===== config.mk =====
export PLATFORM = sky130hd
export DESIGN_NAME = wall_raster_gen
export DESIGN_NICKNAME = d
export VERILOG_FILES = /design/src/rtl/wall_raster_gen.sv
export SDC_FILE = /design/constraint.sdc
export NUM_CORES = 2
export LEC_CHECK = 0
export BUFFER_PORTS_ARGS = -buffer_cell sky130_fd_sc_hd__buf_2
export CORE_UTILIZATION = 40
export DETAILED_ROUTE_END_ITERATION = 10
export GPL_ROUTABILITY_DRIVEN = 1
export PLACE_DENSITY = 0.63
export SLEW_MARGIN = 5
export SYNTH_ARGS = -nofsm -noshare
export SYNTH_HDL_FRONTEND = slang
export SYNTH_SLANG_ARGS = --single-unit

===== constraint.sdc =====
create_clock -name clk -period 49.1 [get_ports clk]
set_clock_uncertainty 0.2 [all_clocks]
set_input_delay 0 -clock clk [delete_from_list [all_inputs] [get_ports clk]]
set_output_delay 0 -clock clk [all_outputs]
set_load 0.02 [all_outputs]

===== src/rtl/wall_raster_gen.sv =====
// ----------------------------------------------------------------------------
// wall_raster_gen
//
// Tile-map wall raster generator for the VGA path of the ball game. A writable
// map holds one N_LAYERS-bit entry per (1<<TILE_SHIFT)-square tile of the
// active area. The current line/pixel from the sync generator are looked up
// through a fixed three-register pipeline (address, map read, gated output),
// so BitRaster shows the pixel sampled two edges earlier. Sticky per-layer
// collision flags record every cycle where the ball overlaps a wall bit.
//
// After reset the block sweeps the whole map once (busy high) to load the
// default contents, then accepts tile writes every cycle.
//
// Optional feature macro: WALL_BORDER_EN
//   defined   : initial map has layer 0 set on every edge tile (closed wall)
//   undefined : initial map is all zeros
//
// Ports
//   clk        system clock
//   rst        asynchronous active-high reset; restarts map initialisation
//   line       current scan line
//   pixel      current pixel within the line
//   BitRaster  per-layer wall bit for the pixel sampled two edges earlier
//   wr_valid   tile write request
//   wr_ready   high when writes are accepted (after initialisation)
//   wr_row     tile row of the write
//   wr_col     tile column of the write
//   wr_data    layer bits stored in the tile
//   wr_err     one-cycle pulse after an accepted out-of-range write
//   busy       map initialisation in progress
//   ball_px    ball covers the pixel currently shown on BitRaster
//   hit        sticky per-layer collision flags
//   hit_clr    clear all hit flags (a simultaneous new hit still sets)
// ----------------------------------------------------------------------------
module wall_raster_gen #(
   parameter int H_RES      = 640,
   parameter int V_RES      = 480,
   parameter int TILE_SHIFT = 4,
   parameter int N_LAYERS   = 2,
   parameter int LINE_W     = 9,
   parameter int PIXEL_W    = 10
) (
   input  logic                         clk,
   input  logic                         rst,
   input  logic [LINE_W-1:0]            line,
   input  logic [PIXEL_W-1:0]           pixel,
   output logic [N_LAYERS-1:0]          BitRaster,
   input  logic                         wr_valid,
   output logic                         wr_ready,
   input  logic [LINE_W-TILE_SHIFT-1:0] wr_row,
   input  logic [PIXEL_W-TILE_SHIFT-1:0] wr_col,
   input  logic [N_LAYERS-1:0]          wr_data,
   output logic                         wr_err,
   output logic                         busy,
   input  logic                         ball_px,
   output logic [N_LAYERS-1:0]          hit,
   input  logic                         hit_clr
);

   localparam int COLS  = H_RES >> TILE_SHIFT;
   localparam int ROWS  = V_RES >> TILE_SHIFT;
   localparam int DEPTH = ROWS * COLS;
   localparam int AW    = (DEPTH > 1) ? $clog2(DEPTH) : 1;
   localparam int RW    = LINE_W - TILE_SHIFT;
   localparam int CW    = PIXEL_W - TILE_SHIFT;

   typedef enum logic {
      INIT,
      RUN
   } state_t;

   state_t state, state_next;

   // Row-major tile index; callers guarantee row < ROWS and col < COLS.
   function automatic logic [AW-1:0] tile_addr(input logic [RW-1:0] r,
                                                input logic [CW-1:0] c);
      return AW'(int'(r) * COLS + int'(c));
   endfunction

   // -------------------------------------------------------------------------
   // Control FSM
   // -------------------------------------------------------------------------
   logic [AW-1:0] ptr;
   logic          ptr_last;

   assign ptr_last = (ptr == AW'(DEPTH - 1));

   // NOTE: sequential state uses non-blocking assignments so every register
   // samples values from before the edge, independent of block ordering.
   always_ff @(posedge clk or posedge rst) begin
      if (rst) state <= INIT;
      else     state <= state_next;
   end

   // NOTE: every combinational output gets a default first, so no path
   // through the case can leave a signal unassigned and infer a latch.
   always_comb begin
      state_next = state;
      busy       = 1'b0;
      wr_ready   = 1'b0;
      unique case (state)
         INIT: begin
            busy = 1'b1;
            if (ptr_last) state_next = RUN;
         end
         RUN: begin
            wr_ready = 1'b1;
         end
         default: state_next = INIT;
      endcase
   end

   // Clear pointer. INIT is only re-entered through reset, which also zeroes
   // the pointer, so no wrap handling is needed when leaving INIT.
   always_ff @(posedge clk or posedge rst) begin
      if (rst)                ptr <= '0;
      else if (state == INIT) ptr <= ptr + AW'(1);
   end

   // -------------------------------------------------------------------------
   // Default tile contents written during INIT
   // -------------------------------------------------------------------------
   logic [N_LAYERS-1:0] init_data;

`ifdef WALL_BORDER_EN
   // Row/column shadow counters track ptr so the border test needs no divider.
   logic [RW-1:0] init_row;
   logic [CW-1:0] init_col;

   always_ff @(posedge clk or posedge rst) begin
      if (rst) begin
         init_row <= '0;
         init_col <= '0;
      end else if (state == INIT) begin
         if (init_col == CW'(COLS - 1)) begin
            init_col <= '0;
            init_row <= init_row + RW'(1);
         end else begin
            init_col <= init_col + CW'(1);
         end
      end
   end

   always_comb begin
      init_data = '0;
      if ((init_row == '0) || (init_row == RW'(ROWS - 1)) ||
          (init_col == '0) || (init_col == CW'(COLS - 1)))
         init_data = N_LAYERS'(1);
   end
`else
   assign init_data = '0;
`endif

   // -------------------------------------------------------------------------
   // Map write port: INIT sweep or accepted in-range tile write
   // -------------------------------------------------------------------------
   logic                wr_fire;
   logic                wr_in_range;
   logic                mem_we;
   logic [AW-1:0]       mem_waddr;
   logic [N_LAYERS-1:0] mem_wdata;

   assign wr_fire     = wr_valid & wr_ready;
   assign wr_in_range = (int'(wr_row) < ROWS) && (int'(wr_col) < COLS);

   always_comb begin
      mem_we    = 1'b0;
      mem_waddr = ptr;
      mem_wdata = init_data;
      if (state == INIT) begin
         mem_we = 1'b1;
      end else if (wr_fire && wr_in_range) begin
         mem_we    = 1'b1;
         mem_waddr = tile_addr(wr_row, wr_col);
         mem_wdata = wr_data;
      end
   end

   always_ff @(posedge clk or posedge rst) begin
      if (rst) wr_err <= 1'b0;
      else     wr_err <= wr_fire & ~wr_in_range;
   end

   // -------------------------------------------------------------------------
   // Lookup pipeline
   //   edge N   : s1_addr / s1_inr  <- line, pixel
   //   edge N+1 : rd_data / s2_inr  <- map[s1_addr] (read-first vs. writes)
   //   edge N+2 : BitRaster         <- rd_data gated by in-range and RUN
   // -------------------------------------------------------------------------
   logic                pix_in_range;
   logic [AW-1:0]       s1_addr;
   logic                s1_inr;
   logic                s2_inr;
   logic [N_LAYERS-1:0] rd_data;
   logic [N_LAYERS-1:0] mem [DEPTH];

   assign pix_in_range = (int'(pixel) < H_RES) && (int'(line) < V_RES);

   always_ff @(posedge clk or posedge rst) begin
      if (rst) begin
         s1_addr <= '0;
         s1_inr  <= 1'b0;
         s2_inr  <= 1'b0;
      end else begin
         s1_inr  <= pix_in_range;
         // Clamp so an off-screen pixel never indexes past the map.
         s1_addr <= pix_in_range
                    ? tile_addr(line[LINE_W-1:TILE_SHIFT], pixel[PIXEL_W-1:TILE_SHIFT])
                    : '0;
         s2_inr  <= s1_inr;
      end
   end

   // NOTE: the map and its read register have no reset; INIT rewrites every
   // entry, and the output stage masks rd_data until the map is valid.
   always_ff @(posedge clk) begin
      if (mem_we) mem[mem_waddr] <= mem_wdata;
      rd_data <= mem[s1_addr];
   end

   always_ff @(posedge clk or posedge rst) begin
      if (rst)                             BitRaster <= '0;
      else if ((state == RUN) && s2_inr)   BitRaster <= rd_data;
      else                                 BitRaster <= '0;
   end

   // -------------------------------------------------------------------------
   // Sticky collision flags; a new hit overrides a simultaneous clear.
   // -------------------------------------------------------------------------
   always_ff @(posedge clk or posedge rst) begin
      if (rst)
         hit <= '0;
      else if (state == RUN)
         hit <= (hit & ~{N_LAYERS{hit_clr}}) | (BitRaster & {N_LAYERS{ball_px}});
   end

endmodule


==> impl_metrics.json <==
{
  "cts_buffers": 238,
  "cellPowerDensity_nw_per_um2": 38.18,
  "max_freq_ghz": 0.1257,
  "synth_seq_cells": 2432,
  "htree_num_levels": 4,
  "rows": 182,
  "p_int_mw": 3.316,
  "tritoncts": "built",
  "seqPwrFrac_pct": 53.2,
  "critPathMaxStageDelay_ps": 990,
  "comb_power_share_pct": 4.8,
  "hpwlAfterDp_um": 152400,
  "cts-root-buf": "clkbuf_16",
  "vias": 53810,
  "maxCapViolCount": 0,
  "worst-endpoint-arrival_ps": 8470,
  "crit_chain": "buf_4 > buf_4 > buf_4 > buf_4 > buf_4 > mux4_2 > a2111oi_0 > nor3_1 > a211oi_1 > a2111oi_0 > o41ai_1 > a22oi_1",
  "dpl_cell_area_um2": 103000,
  "grt_pass1_wl_um": 390800,
  "worstReg2RegStart": "s1_addr[0]",
  "outcome": "finished clean",
  "p_clk_share_pct": 42.0,
  "grt_use_total_pct": 21.75,
  "finalCriticalPeriod_ps": 7955,
  "grt_max_degree": 233,
  "drt-initial-drc-count": 7564,
  "max-slew-margin-rel_pct": 12.52,
  "syn_inst": 5582,
  "switching_share_pct": 21.78,
  "finalMaxSlewViolations": 0,
  "start_util_pct": 40.34,
  "syn2layout_area_growth_pct": 11.62,
  "critPathBufInv": 5,
  "antenna_found_initial": 18,
  "grt-ovfl-total": 0,
  "met3_usage_pct": 4.402,
  "fin_crit_sh_pct": 16.20,
  "drc": 0,
  "crit_type": "register to register",
  "cts_buffer_depth": 3,
  "grtUsageMet2_pct": 33.80,
  "layout.nets": 5656,
  "worst_setup_path_start_kind": "register",
  "synth.avg_cell_area_um2": 17.82,
  "finalSetupTns_ps": 0,
  "rsz0062_at_grt": "no",
  "fillCellCount": 20970,
  "finalHoldViolCount": 0,
  "insertion_delay_ps": 870,
  "leakagePower_nw": 27.26,
  "cp_slowest_cell": "dfrtp_4",
  "grt_pass1_vias": 54180,
  "cts_sinks": 2432,
  "placeableCoreArea_um2": 246600,
  "rrSetupSlack_ps": 41140,
  "r2r_end": "rd_data[1]",
  "critPathTopFamily": "buffers and inverters",
  "die-width_um": 500.7,
  "met1_usage_pct": 30.89,
  "synthFlopType": "edfxtp_1",
  "critPathCaptureType": "register",
  "post_drt_wl_per_cell_um": 29.95,
  "syn_nets": 5642,
  "worstPathRequired_ps": 49610,
  "cp_max_fo": 42,
  "ios": 44,
  "firstDrtPassIters": 5,
  "die_area_um2": 250700,
  "clk_pin_slew_ps": 60,
  "routed_via_density": 5.910,
  "fin_worst_hold_slack_ps": 91.22,
  "fin_area_um2": 111000,
  "worstMarginPinSlew_ps": 1309,
  "die_h_um": 500.7,
  "ant_nets": 0,
  "setup_viol": 0,
  "synth_edf_count": 2400,
  "synth_cell_types": 75,
  "place_congestion": 0.8256,
  "p_sw_mw": 0.9235,
  "cpMostUsedCell": "buf_4",
  "async_flop_share_pct": 1.234,
  "wl_um": 272700,
  "hold_path.class": "input pin to async pin",
  "ir_drop_uv": 34.27,
  "yosysSeqAreaShare_pct": 73.23,
  "synth_warnings": 0,
  "portBuffers": 35,
  "drive_gt1_share_pct": 20.46,
  "busiest_layer": "met2",
  "r2r_cells": 12,
  "syn-cell-area_um2": 99490
}
==> through the flow <==
step	util [%]	cells	power [mW]	worst slack, ps
2_1_floorplan	-	5582	2.413	29610
3_3_place_gp	41.76	8615	2.497	41280
3_5_place_dp	41.76	8615	2.497	41310
4_1_cts	45.02	9099	4.257	41230
5_1_grt	45.02	9100	4.341	40750
6_report	45.03	9106	4.240	41140
==> worst reg2reg max path, stage by stage, from the launching register on <==
cell and delay (ps):
dfrtp_4 990, buf_4 710, buf_4 540, buf_4 660, buf_4 840, buf_4 740
mux4_2 590, a2111oi_0 450, nor3_1 170, a211oi_1 860, a2111oi_0 300, o41ai_1 640
a22oi_1 130
==> worst max path at each step <==
| stage | startpoint | endpoint | depth (start not counted) |
|---|---|---|---|
| 6_report | s1_addr[0] | rd_data[1] | 12 |
| 5_1_grt | s1_addr[0] | rd_data[1] | 12 |
| 4_1_cts | s1_addr[0] | rd_data[1] | 12 |
| 3_5_place_dp | s1_addr[0] | rd_data[1] | 12 |
| 3_3_place_gp | s1_addr[0] | rd_data[1] | 12 |
| 2_1_floorplan | state | mem[0][0] | 3 |
==> registers in the layout, indices dropped and copies added (netlist names) <==
signal and count:
state 1, wr_err 1, mem 2400, s2_inr 1, s1_addr 11, BitRaster 2
ptr 11, hit 2, rd_data 2, s1_inr 1
==> per-layer routing <==
layer	up-vias	wire length, um
li1	22010	-
met1	28570	108800
met2	2813	127500
met3	416	28490
met4	6	7930
met5	-	46
==> logic make-up (layout without fill, tap and decap cells) <==
family / after synthesis / count (layout) / share of synthesized area, %
flops: 2432 / 2432 / 73.23
xor+xnor: 23 / 23 / 0.2163
other cells: 0 / 7 / 0
compound gates: 337 / 337 / 2.371
simple gates: 1538 / 1538 / 6.161
fa+ha+maj: 23 / 23 / 0.3194
mux: 772 / 772 / 15.41
buf+inv: 457 / 662 / 2.285
==> cell usage in the layout (no fill, tap or decap), types with 12 or more instances in the layout <==
master / instances
dfrtp_1: 24
mux2i_1: 155
clkinv_2: 51
o22ai_1: 59
a21oi_1: 56
and3_1: 15
o21ai_0: 29
bufinv_16: 21
clkinv_1: 53
clkbuf_1: 49
clkbuf_16: 240
dlygate4sd3_1: 53
a22oi_1: 45
nand2b_1: 12
nand2_1: 103
nor3_1: 22
o221ai_1: 48
nor2b_1: 13
buf_2: 35
nor2_1: 1246
a211oi_1: 17
edfxtp_1: 2400
nand3_1: 24
mux4_2: 607
nand2_4: 32
xnor2_1: 17
buf_4: 124
ha_1: 19
==> timing repair <==
action / in CTS / in global routing
hold endpoints to repair: 470 / 0
gates resized for setup: 0 / 0
hold buffers: 53 / 0
setup buffers: 0 / 0
==> cells in the mapped netlist, types with 6 or more instances <==
library cell | instances | area, um^2
mux2_2 | 10 | 112.6
mux2i_1 | 155 | 1551
o221ai_1 | 48 | 420.4
nand2_1 | 136 | 510.5
nor3_1 | 23 | 115.1
mux4_2 | 607 | 13670
buf_4 | 30 | 225.2
nand4_1 | 8 | 50.05
inv_1 | 11 | 41.29
edfxtp_1 | 2400 | 72070
buf_2 | 58 | 290.3
o21ai_0 | 29 | 145.1
o41ai_1 | 6 | 52.55
a21oi_1 | 58 | 290.3
and3_1 | 15 | 93.84
a22oi_1 | 45 | 337.8
buf_6 | 43 | 484.2
and2_1 | 11 | 68.82
xnor2_1 | 17 | 148.9
a31oi_1 | 8 | 50.05
buf_1 | 22 | 82.58
nand3_1 | 24 | 120.1
o22ai_1 | 59 | 369.1
ha_1 | 19 | 237.7
nor2b_1 | 16 | 100.1
nor2_1 | 1253 | 4703
clkbuf_1 | 287 | 1077
nand3b_1 | 6 | 45.04
dfrtp_1 | 30 | 750.7
or2_2 | 7 | 43.79
a211oi_1 | 18 | 135.1
a221oi_1 | 8 | 70.07
nand2b_1 | 13 | 81.33
a2111oi_0 | 7 | 61.31
==> final cells by class <==
type	count	area [um^2]	share of cell area, %
Clock buffer	291	6217	5.599
Inverter	13	56.30	0.05070
Antenna cell	7	17.52	0.01577
Clock inverter	140	1294	1.165
Multi-Input combinational cell	2693	24680	22.23
Tap cell	3312	4144	3.732
Timing Repair Buffer	218	1757	1.582
Sequential cell	2432	72880	65.63
==> power groups by stage <==
| stage | sequential (mW) | combinational [mW] | clock, mW |
|---|---|---|---|
| floorplan | 2.29 | 0.121 | 0 |
| global placement | 2.30 | 0.197 | 0 |
| detailed placement | 2.30 | 0.197 | 0 |
| CTS | 2.26 | 0.202 | 1.80 |
| global route | 2.25 | 0.210 | 1.88 |
| finish | 2.26 | 0.204 | 1.78 |
Power figures use the tool's default switching activity.
